==> src/rtl/lsu_byte_seq.sv <==
// lsu_byte_seq -- load/store sequencer in front of a byte-wide data memory.
//
// Accepts one byte/halfword/word request at a time, walks it through the
// memory one byte per cycle (little-endian, address wraps modulo 2^AW) and
// returns either the sign/zero-extended load value or a store completion.
//
// Optional feature macro: LSU_ALIGN_CHECK_EN
//   defined   : misaligned half (addr[0]=1) or word (addr[1:0]!=0) requests
//               complete immediately with rsp_err_o = 1 and no memory access.
//   undefined : misaligned requests execute byte by byte with address wrap;
//               only size 2'b11 is reported as an error.
//
// Handshake: a request is taken at the rising edge where
// req_valid_i & req_ready_o are both high; req_ready_o is high only in IDLE,
// so request inputs matter only in that cycle. rsp_valid_o is a single-cycle
// pulse with no backpressure; rsp_rdata_o/rsp_err_o hold until the next one.
//
// Ports:
//   clk_i, rst_ni            clock, asynchronous active-low reset
//   req_valid_i/req_ready_o  request handshake
//   req_we_i                 1 = store, 0 = load
//   req_size_i               00 byte, 01 half, 10 word, 11 illegal
//   req_unsigned_i           load zero-extend (1) / sign-extend (0)
//   req_addr_i, req_wdata_i  base byte address, store data (byte 0 = [7:0])
//   rsp_valid_o              one-cycle completion pulse
//   rsp_rdata_o, rsp_err_o   load result and error flag
//   mem_addr_o, mem_wdata_o, mem_we_o, mem_rdata_i   byte memory port
//   dbg_state_o              current FSM state (IDLE=0, ACCESS=1, RESP=2)

module lsu_byte_seq #(
    parameter int AW = 11,
    parameter int DW = 32  // fixed at 32
) (
    input  logic          clk_i,
    input  logic          rst_ni,
    input  logic          req_valid_i,
    output logic          req_ready_o,
    input  logic          req_we_i,
    input  logic [1:0]    req_size_i,
    input  logic          req_unsigned_i,
    input  logic [AW-1:0] req_addr_i,
    input  logic [DW-1:0] req_wdata_i,
    output logic          rsp_valid_o,
    output logic [DW-1:0] rsp_rdata_o,
    output logic          rsp_err_o,
    output logic [AW-1:0] mem_addr_o,
    output logic [7:0]    mem_wdata_o,
    output logic          mem_we_o,
    input  logic [7:0]    mem_rdata_i,
    output logic [1:0]    dbg_state_o
);

    localparam logic [1:0] IDLE   = 2'd0;
    localparam logic [1:0] ACCESS = 2'd1;
    localparam logic [1:0] RESP   = 2'd2;

    logic [1:0]    state;
    logic          we_q;
    logic [1:0]    size_q;
    logic          uns_q;
    logic [AW-1:0] addr_q;
    logic [DW-1:0] wdata_q;
    logic [1:0]    cnt;
    logic [DW-1:0] asm_q;
    logic [DW-1:0] rdata_q;
    logic          err_q;

    logic          req_err;
    logic [1:0]    last_cnt;
    logic [DW-1:0] asm_next;
    logic [DW-1:0] load_ext;
    logic          ext_bit;
    logic [4:0]    bit_ofs;

    assign bit_ofs = {cnt, 3'b000};

    // Request legality, evaluated on the live request inputs in IDLE.
    always_comb begin
        req_err = (req_size_i == 2'b11);
`ifdef LSU_ALIGN_CHECK_EN
        if ((req_size_i == 2'b01) && req_addr_i[0])
            req_err = 1'b1;
        if ((req_size_i == 2'b10) && (req_addr_i[1:0] != 2'b00))
            req_err = 1'b1;
`endif
    end

    // Index of the final byte of the latched request (1/2/4 bytes).
    always_comb begin
        case (size_q)
            2'b00:   last_cnt = 2'd0;
            2'b01:   last_cnt = 2'd1;
            default: last_cnt = 2'd3;
        endcase
    end

    // Assembly register with the byte being read this cycle merged in, so
    // the final load value is ready at the edge that ends the last access.
    always_comb begin
        asm_next = asm_q;
        asm_next[bit_ofs +: 8] = mem_rdata_i;
    end

    always_comb begin
        ext_bit  = 1'b0;
        load_ext = asm_next;
        case (size_q)
            2'b00: begin
                ext_bit  = ~uns_q & asm_next[7];
                load_ext = {{24{ext_bit}}, asm_next[7:0]};
            end
            2'b01: begin
                ext_bit  = ~uns_q & asm_next[15];
                load_ext = {{16{ext_bit}}, asm_next[15:0]};
            end
            default: load_ext = asm_next;
        endcase
    end

    // Outputs are decoded from the registered state, so reset forces them
    // to their idle values asynchronously.
    always_comb begin
        req_ready_o = (state == IDLE);
        rsp_valid_o = (state == RESP);
        mem_we_o    = 1'b0;
        mem_addr_o  = '0;
        mem_wdata_o = 8'h00;
        if (state == ACCESS) begin
            mem_addr_o = addr_q + {{(AW-2){1'b0}}, cnt};
            mem_we_o   = we_q;
            if (we_q)
                mem_wdata_o = wdata_q[bit_ofs +: 8];
        end
    end

    assign rsp_rdata_o = rdata_q;
    assign rsp_err_o   = err_q;
    assign dbg_state_o = state;

    always_ff @(posedge clk_i or negedge rst_ni) begin
        if (!rst_ni) begin
            state   <= IDLE;
            we_q    <= 1'b0;
            size_q  <= 2'b00;
            uns_q   <= 1'b0;
            addr_q  <= '0;
            wdata_q <= '0;
            cnt     <= 2'd0;
            asm_q   <= '0;
            rdata_q <= '0;
            err_q   <= 1'b0;
        end else begin
            case (state)
                IDLE: begin
                    if (req_valid_i) begin
                        we_q    <= req_we_i;
                        size_q  <= req_size_i;
                        uns_q   <= req_unsigned_i;
                        addr_q  <= req_addr_i;
                        wdata_q <= req_wdata_i;
                        cnt     <= 2'd0;
                        asm_q   <= '0;
                        if (req_err) begin
                            // Error skips the memory entirely.
                            state   <= RESP;
                            err_q   <= 1'b1;
                            rdata_q <= '0;
                        end else begin
                            state <= ACCESS;
                        end
                    end
                end
                ACCESS: begin
                    if (!we_q)
                        asm_q <= asm_next;
                    cnt <= cnt + 2'd1;
                    if (cnt == last_cnt) begin
                        state   <= RESP;
                        err_q   <= 1'b0;
                        rdata_q <= we_q ? '0 : load_ext;
                    end
                end
                RESP: begin
                    state <= IDLE;
                end
                default: begin
                    state <= IDLE;
                end
            endcase
        end
    end

endmodule

==> config.mk <==
export PLATFORM = sky130hd
export DESIGN_NAME = lsu_byte_seq
export DESIGN_NICKNAME = d
export VERILOG_FILES = /design/src/rtl/lsu_byte_seq.sv
export SDC_FILE = /design/constraint.sdc
export NUM_CORES = 1
export LEC_CHECK = 0
export CAP_MARGIN = 20
export CORE_ASPECT_RATIO = 0.5
export CORE_MARGIN = 2
export CORE_UTILIZATION = 35
export DETAILED_ROUTE_END_ITERATION = 16
export PLACE_DENSITY = 0.65
export SETUP_SLACK_MARGIN = 0.2
export SYNTH_ARGS = -nofsm -noshare
export SYNTH_HDL_FRONTEND = slang
export SYNTH_SLANG_ARGS = --single-unit
==> constraint.sdc <==
create_clock -name clk_i -period 5.34 [get_ports clk_i]
set_clock_uncertainty 0.15 [all_clocks]
set_input_delay 1.068 -clock clk_i [delete_from_list [all_inputs] [get_ports clk_i]]
set_output_delay 1.068 -clock clk_i [all_outputs]
set_load 0.005 [all_outputs]
-- Word-level counts from Yosys, hierarchy flattened
Index checks and enable logic that the tools add are counted.
- register bits after elaboration: 116
- bits in latches: 0
- memory bits (writable): 0
- bits in read-only memories: 0
- bits of input ports: 58
- output and inout bits: 57
- word-level logic and storage cells: 61
- memories: 0
- add/subtract/negate cells: 3
- multipliers: 0
- divide/modulo/power cells: 0
- magnitude comparators: 0
- eq/ne operators: 9
- shifts and indexed selects: 3
- mux-type cells: 25
- bitwise gates (word level): 3
- reduce and logical (&&, ||, !) cells: 8
- operator list (kind ; count):
    two-way mux 32 bit ; 6
    one-hot mux 32 bit (2 select lines) ; 3
    bitwise mux 32 bit ; 1
    variable shift 8 x 7 -> 32 bit (first input constant) ; 1
    indexed part select 32 x 6 -> 8 bit ; 1
    indexed part select 8 x 7 -> 32 bit ; 1
    two-way mux 8 bit ; 2
    one-hot mux 2 bit (2 select lines) ; 3
    adder 11 x 2 -> 11 bit ; 1
    two-way mux 11 bit ; 1
    two-way mux 2 bit ; 4
    negator 5 -> 7 bit ; 1
    AND reduction 2 bit ; 3
    == test 2 x 1 -> 1 bit (second input constant) ; 2
    == test 2 bit (second input constant) ; 2
    logical NOT 2 bit ; 2
    two-way mux 1 bit ; 4
    != test 2 x 1 -> 1 bit (second input constant) ; 2
    != test 2 bit (second input constant) ; 2
    AND reduction 4 bit ; 1
    AND reduction 3 bit ; 1
    adder 2 x 1 -> 2 bit (second input constant) ; 1
    bitwise AND 1 bit ; 2
    == test 2 bit ; 1
    other kinds (3) ; 3

-- Longest topological paths before layout
- word-level depth: 8
- mapped depth: 10
- mapped depth without buffers: 6

-- Worst setup path after synthesis
Ideal clock, no wire load.
- kind: register -> output
- start: register cnt[0]
- end: output mem_addr_o[10]
- data arrival time: 1684 ps
- required time: 4122 ps
- setup slack: 2438 ps
- cell stages (with the launch flop): 7
- buffers on the path: 0
- path through: dfrtp_1 > ha_1 > fa_1 > and4_1 > or3b_2 > xor2_1 > nor2_1
- longest elaborated chain between the ends: 2
- RTL lines (what ; line ; text):
    start, declared ; 63 ; logic [1:0] cnt;
    start signal, assigned ; 176 ; cnt <= cnt + 2'd1;
    adder 11 x 2 -> 11 bit ; 129 ; mem_addr_o = addr_q + {{(AW-2){1'b0}}, cnt};
    two-way mux 11 bit ; 128 ; if (state == ACCESS) begin
    end, declared ; 46 ; output logic [AW-1:0] mem_addr_o,
Every way passes these cells.

-- Worst setup path in the final report
- start: register cnt[1]
- end: output mem_addr_o[10]
The elaborated chain is that of the path after synthesis.

==> results by group <==
Worst setup path
  • Setup crit end: mem_addr_o[10]
  • Slowest stage delay, CP: around 820 ps
  • Setup slack, reg-to-reg: 2270 ps
  • Crit path capture type: output pin
  • CP delay by family, top: flip-flops
  • Critical R2R Launch: size_q[1]
  • WP buf/inv: 1
  • CP Max Fanout: 17
  • R2r endpoint: rsp_rdata_o[2]
  • Required time worst endpoint: 4120 ps
  • Arr. time, crit path: 3020 ps
  • Crit-path slowest cell: dfrtp_1
  • R2R depth: 4
  • Startpoint types: flop
  • Crit-path cells: fa_1, and4_1, or3b_2, xor2_1, nor2_1, clkdlybuf4s50_1
  • Critical path class: flop to output pin
  • Critical path startpoint: cnt[1]
  • Stages on worst setup path: 6

CTS
  • CTS buffer count: 17
  • Postcts setup bufs: 0
  • Hold buffers post-CTS: 0
  • Clock-pin slew on the worst setup and hold paths: ~50 ps
  • CTS tree: yes
  • Htree depth: 4
  • Worst skew pair latency: 400 ps
  • PostCTS Resize Cnt: 0
  • Root buffer cell: clkbuf_16
  • CTS sink count: 116
  • Clk buf depth: 2

Logic synthesis
  • Register area share after synthesis: 52.6%
  • Synthesized area per cell: between 10 and 15 um^2
  • Count of cell types in the netlist: 48
  • Post-Syn Nets: 518
  • Post-synth EDFFs: 0
  • Ys Warns: 0
  • FFs w/ async S/R, synth: 100%
  • Synth Flop Type: dfrtp_1
  • Largest cells by area after synthesis: dfrtp_1 53%, mux2_2 10%, o2bb2ai_1 4.0%
  • Seq cells post-synth: 116
  • Largest area contributor in the netlist: dfrtp_1
  • Post-Syn Instances: between 400 and 500
  • Post-synth top area share: 52.6%
  • Synthesized cell area: about 5500 um^2

Routing
  • # DRC: 0
  • Via count: around 3900
  • DRT antenna net count: 0
  • DR pass1 iterations: 4
  • Mean routed wirelength per cell: around 17 um
  • Avg Vias per Cell: 5.04
  • Drt total wl: ~13 mm
  • Drt initial violations: 130

GRT
  • Vias in the first global route: roughly 4300
  • Tot GR Track Use: about 17%
  • First-pass GRT wire length: approximately 22 mm
  • Largest net degree at the start of global routing: 74
  • Overflow after GRT: 0
  • Initial antenna violation count: 0

Placed design
  • Dpl cells: 751
  • Post-DP HPWL: 9.03 mm
  • RD Place Congestion: roughly 0.77
  • IO Port Bufs: ~110

Timing
  • RSZ-0062 raised after global routing: no
  • Fmax: between 200 and 250 MHz
  • Final setup violation count: 0
  • Relative slew slack: 22.8%
  • Minimum clock period: 4240 ps
  • Slew Limit Fails: 0
  • Least-Margin Pin Slew: 1160 ps
  • Final Hold Viols: 0
  • Setup TNS: 0 ps
  • Period utilization: 79.4%

Status
  • Status: finished, final reports clean

Layout
  • Layout cells sized above 1: 18.8%
  • Non-Filler Instances: 783
  • Fin nets: 632
  • Core Util, Final: 48.1%
  • Diodes inserted: 0
  • P&R area growth vs syn: 34.3%

Die
  • Chip height: about 93 um
  • Rows: 32
  • Starting density of the core: a little over a third
  • Die width: 182 um
  • Core area: 15400 um^2
  • Die ar.: 16800 um^2
  • Num ports: 115

Min path
  • HP Class: flop to flop

Pwr
  • Power per cell area: 562 nW/um^2
  • Pleak: approximately 3.3 nW
  • Power Total: 4.17 mW
  • Max VDD drop: 272 uV

Run
  • Max Cap Violations: 0
-- flip-flops by register name (all words and copies together) (netlist names), 2 cells and up --
register / count
addr_q: 11
asm_q: 32
cnt: 2
dbg_state_o: 2
rsp_rdata_o: 32
size_q: 2
wdata_q: 32
-- placed cells by master (no fill, tap or decap), types with 5 or more instances in the layout --
master | netlist | layout
a211o_1 | 7 | 7
a21o_1 | 8 | 8
a21oi_1 | 34 | 34
a22o_1 | 17 | 17
and2b_1 | 6 | 6
and3_1 | 8 | 8
buf_4 | 1 | 9
clkbuf_16 | 0 | 17
clkdlybuf4s50_1 | 0 | 113
clkinv_4 | 0 | 6
dfrtp_1 | 116 | 116
ha_1 | 7 | 7
inv_1 | 5 | 5
mux2_2 | 50 | 50
mux2_4 | 5 | 5
mux4_2 | 8 | 8
nand2_1 | 24 | 24
nor2_1 | 27 | 26
nor2b_1 | 30 | 30
o21ai_0 | 5 | 5
o2bb2ai_1 | 25 | 25
-- synth_stat cells (3+ instances only) --
| cell type | instances |
|---|---|
| dfrtp_1 | 116 |
| mux2_2 | 50 |
| a21oi_1 | 34 |
| nor2b_1 | 30 |
| nor2_1 | 27 |
| o2bb2ai_1 | 25 |
| nand2_1 | 24 |
| a22o_1 | 17 |
| clkbuf_1 | 13 |
| a21o_1 | 8 |
| and3_1 | 8 |
| buf_2 | 8 |
| mux4_2 | 8 |
| a211o_1 | 7 |
| ha_1 | 7 |
| and2b_1 | 6 |
| inv_1 | 5 |
| mux2_4 | 5 |
| o21ai_0 | 5 |
| nor4bb_1 | 4 |
| xnor2_1 | 4 |
| xor2_1 | 4 |
| and2_1 | 3 |
| buf_6 | 3 |
| nand3_1 | 3 |
-- worst min path at each step --
stage          startpoint        to  cells after the start
2_1_floorplan    asm_q[6]  asm_q[6]                      1
3_3_place_gp     asm_q[1]  asm_q[1]                      1
3_5_place_dp     asm_q[7]  asm_q[7]                      1
4_1_cts          asm_q[0]  asm_q[0]                      1
5_1_grt          asm_q[5]  asm_q[5]                      1
6_report         asm_q[0]  asm_q[0]                      1
-- layer usage --
layer	vias to the layer above	track usage, %	wire length [um]
li1	1872	-	-
met1	1993	22.7	6240
met2	74	28.3	6690
met3	6	2.83	376
met4	0	6.17	119
met5	-	0	0
-- layout make-up --
class / instances / area [um^2]
sequential: 116 / 2900
multi-input combinational: 304 / 2450
tap: 204 / 255
fill: 1364 / 8010
timing repair buffer: 122 / 1200
inverter: 5 / 18.8
clock buffer: 22 / 454
clock inverter: 10 / 128
-- per-stage QoR --
step	worst slack, ps	hold WS, ps	cell area, um^2
finish	1100	322	7410
floorplan	2440	292	5520
CTS	1060	325	7410
detailed placement	1490	312	6830
global placement	1510	302	6830
global route	932	342	7410
-- kinds of logic (layout without fill, tap and decap cells) --
kind of cell / after synthesis / in the layout / synth area share [%]
flip-flops: 116 / 116 / 52.6
AO/OA/AOI/OAI: 103 / 103 / 14.0
buffers and inverters: 32 / 159 / 3.04
multiplexers: 63 / 63 / 14.8
adder cells (fa/ha/maj): 8 / 8 / 1.95
XOR/XNOR: 8 / 8 / 1.27
AND/OR/NAND/NOR: 122 / 122 / 12.3
-- where the power goes --
group | internal, mW | switching, mW
combinational | 0.898 | 0.707
sequential | 1.20 | 0.258
clock | 0.703 | 0.404
Note: power is estimated with default switching activity, not from simulation.
==> patch, RTL diff (config.mk and constraints unchanged) <==
Register the output `rsp_err_o` once more; this adds one clock of latency there. The other outputs are not delayed to match.
--- a/src/rtl/lsu_byte_seq.sv
+++ b/src/rtl/lsu_byte_seq.sv
@@ -136,3 +136,5 @@
     assign rsp_rdata_o = rdata_q;
-    assign rsp_err_o   = err_q;
+    always_ff @(posedge clk_i) begin
+        rsp_err_o <= err_q;
+    end
     assign dbg_state_o = state;
Check against the original RTL: not equivalent (Yosys sat finds a counterexample within 4 cycles, from zero or initial values and one cycle with rst_ni low).
==> patch against the unedited design <==
  * Via count rose by 1.0%
  * Area after synthesis up 0.36%
  * Fmax increased by 0.23%
  * Die area grew 0.35%
  * Worst setup slack gained 0.0099 ns
  * Routed wire length up 0.79%
  * Critical path depth unchanged
  * Total power grew 3.1%
  * Worst hold slack got worse by 0.097 ns
  * Utilization grew 0.43 points
  * Sequential cell count up 1
  * Cell area is 1.1% higher
==> patch: results (changes against the unedited design) <==
- Worst setup startpoint: cnt[1] (unchanged)
- Final-stage net count: 634 (was 632)
- Power Density: 573 nW/µm² (was 562 nW/µm²)
- Synth async-reset ratio: 0.991 (was 1.00)
- Layout non-clock buf frac: 0.161 (was 0.162)
- Root buffer cell: clkbuf_16 (unchanged)
- Sequential area share after synthesis: 0.528 (was 0.526)
- Vias in the first global route: 4,196 (was 4,281)
- Synth Net Count: 519 (was 518)
- Share of cells above drive strength 1: 0.196 (was 0.188)
- CLK BUF: 18 (was 22)
- Buffers, non-clock: 123 (was 122)
- Flop pwr share: 0.341 (was 0.349)
- #MultiIn Comb: 304 (unchanged)
- Top cell type's share of synthesized area: 0.524 (was 0.526)
- Fill count: 1,396 (was 1,364)
- Met3 wire length: 421 µm (was 376 µm)
- Gpl congestion: 0.781 (was 0.766)
- Met1 GRT Util: 0.229 (was 0.227)
- Routed wl met2: 6.46 mm (was 6.69 mm)
- Status: complete, no violations (unchanged)
- Port Buffer Count: 114 (unchanged)
- Met3 Use GR: 0.0362 (was 0.0283)
- Clk pwr share: 0.286 (was 0.266)
- R2R setup slack: 2.28 ns
- Hold Path Cell Cnt: 0 (was 1)
- Total global-route track usage: 0.169 (was 0.171)
- Arrival time at the worst endpoint: 3.01 ns (was 3.02 ns)
- Worst r2r path cells: 4 (unchanged)
- LEAKAGE: 3.31 nW (was 3.27 nW)
- Met1 WL: 6.53 mm (was 6.24 mm)
- Distinct cell type count after synthesis: 49 (was 48)
- Psw: 1.39 mW (was 1.37 mW)
- First-pass GRT wire length: 22.3 mm (was 22.4 mm)
- Hold Path Sink: rsp_err_o (was asm_q[0])
- Seq area share: 0.390 (was 0.392)
- Hold_buf cts: 0 (unchanged)
- Area contributors post-synth: dfrtp_1 52%, mux2_2 10%, o2bb2ai_1 4.0% (was dfrtp_1 53%, mux2_2 10%, o2bb2ai_1 4.0%)
- DRT iter0 DRCs: 165 (was 130)
- Largest net degree at the start of global routing: 52 (was 74)
- Final wirelength: 13.5 mm (was 13.4 mm)
- Post-CTS Setup Inserts: 0 (unchanged)
- Hold Path Origin: err_q (was asm_q[0])
- Routed vias: 3,985 (was 3,945)
- Rel. slew slack: 0.234 (was 0.228)
- Flops & latches, synth: 117 (was 116)
- VDD IR-drop max: 268 µV (was 272 µV)
- Clock network contribution to total cell area: 0.0853 (was 0.0785)
- Hold Crit Class: flip-flop to flip-flop (unchanged)
- Final HPWL DP: 8.92 mm (was 9.03 mm)
- Met2 GRT Util: 0.276 (was 0.283)
-- patch: through the flow --
step	hold slack, ns	cells	util	area (µm²)	setup WS (ns)
after floorplan	0.197	453	-	5540	2.44
after global placement	0.208	753	0.443	6850	1.50
after detailed placement	0.214	753	0.443	6850	1.49
after CTS	0.226	785	0.485	7490	1.06
after global routing	0.232	785	0.485	7490	0.969
final	0.226	785	0.485	7490	1.11
-- patch: critical path, delay by kind of cell (launching register included) --
family	cells	cell delay (ns)
xor+xnor	1	0.15
fa+ha+maj	1	0.36
buf+inv	1	0.51
flops	1	0.82
simple gates	3	0.77
-- patch: cell families (layout without fill, tap and decap cells) --
group	count (synthesis)	in the layout	synth area share
xor gates and xnor gates	8	8	0.0127
muxes	63	63	0.148
AOI/OAI and AO/OA	103	103	0.140
adders and majority gates	8	8	0.0194
buffers and inverters	32	160	0.0303
DFF	117	117	0.528
and+or+nand+nor	122	122	0.122
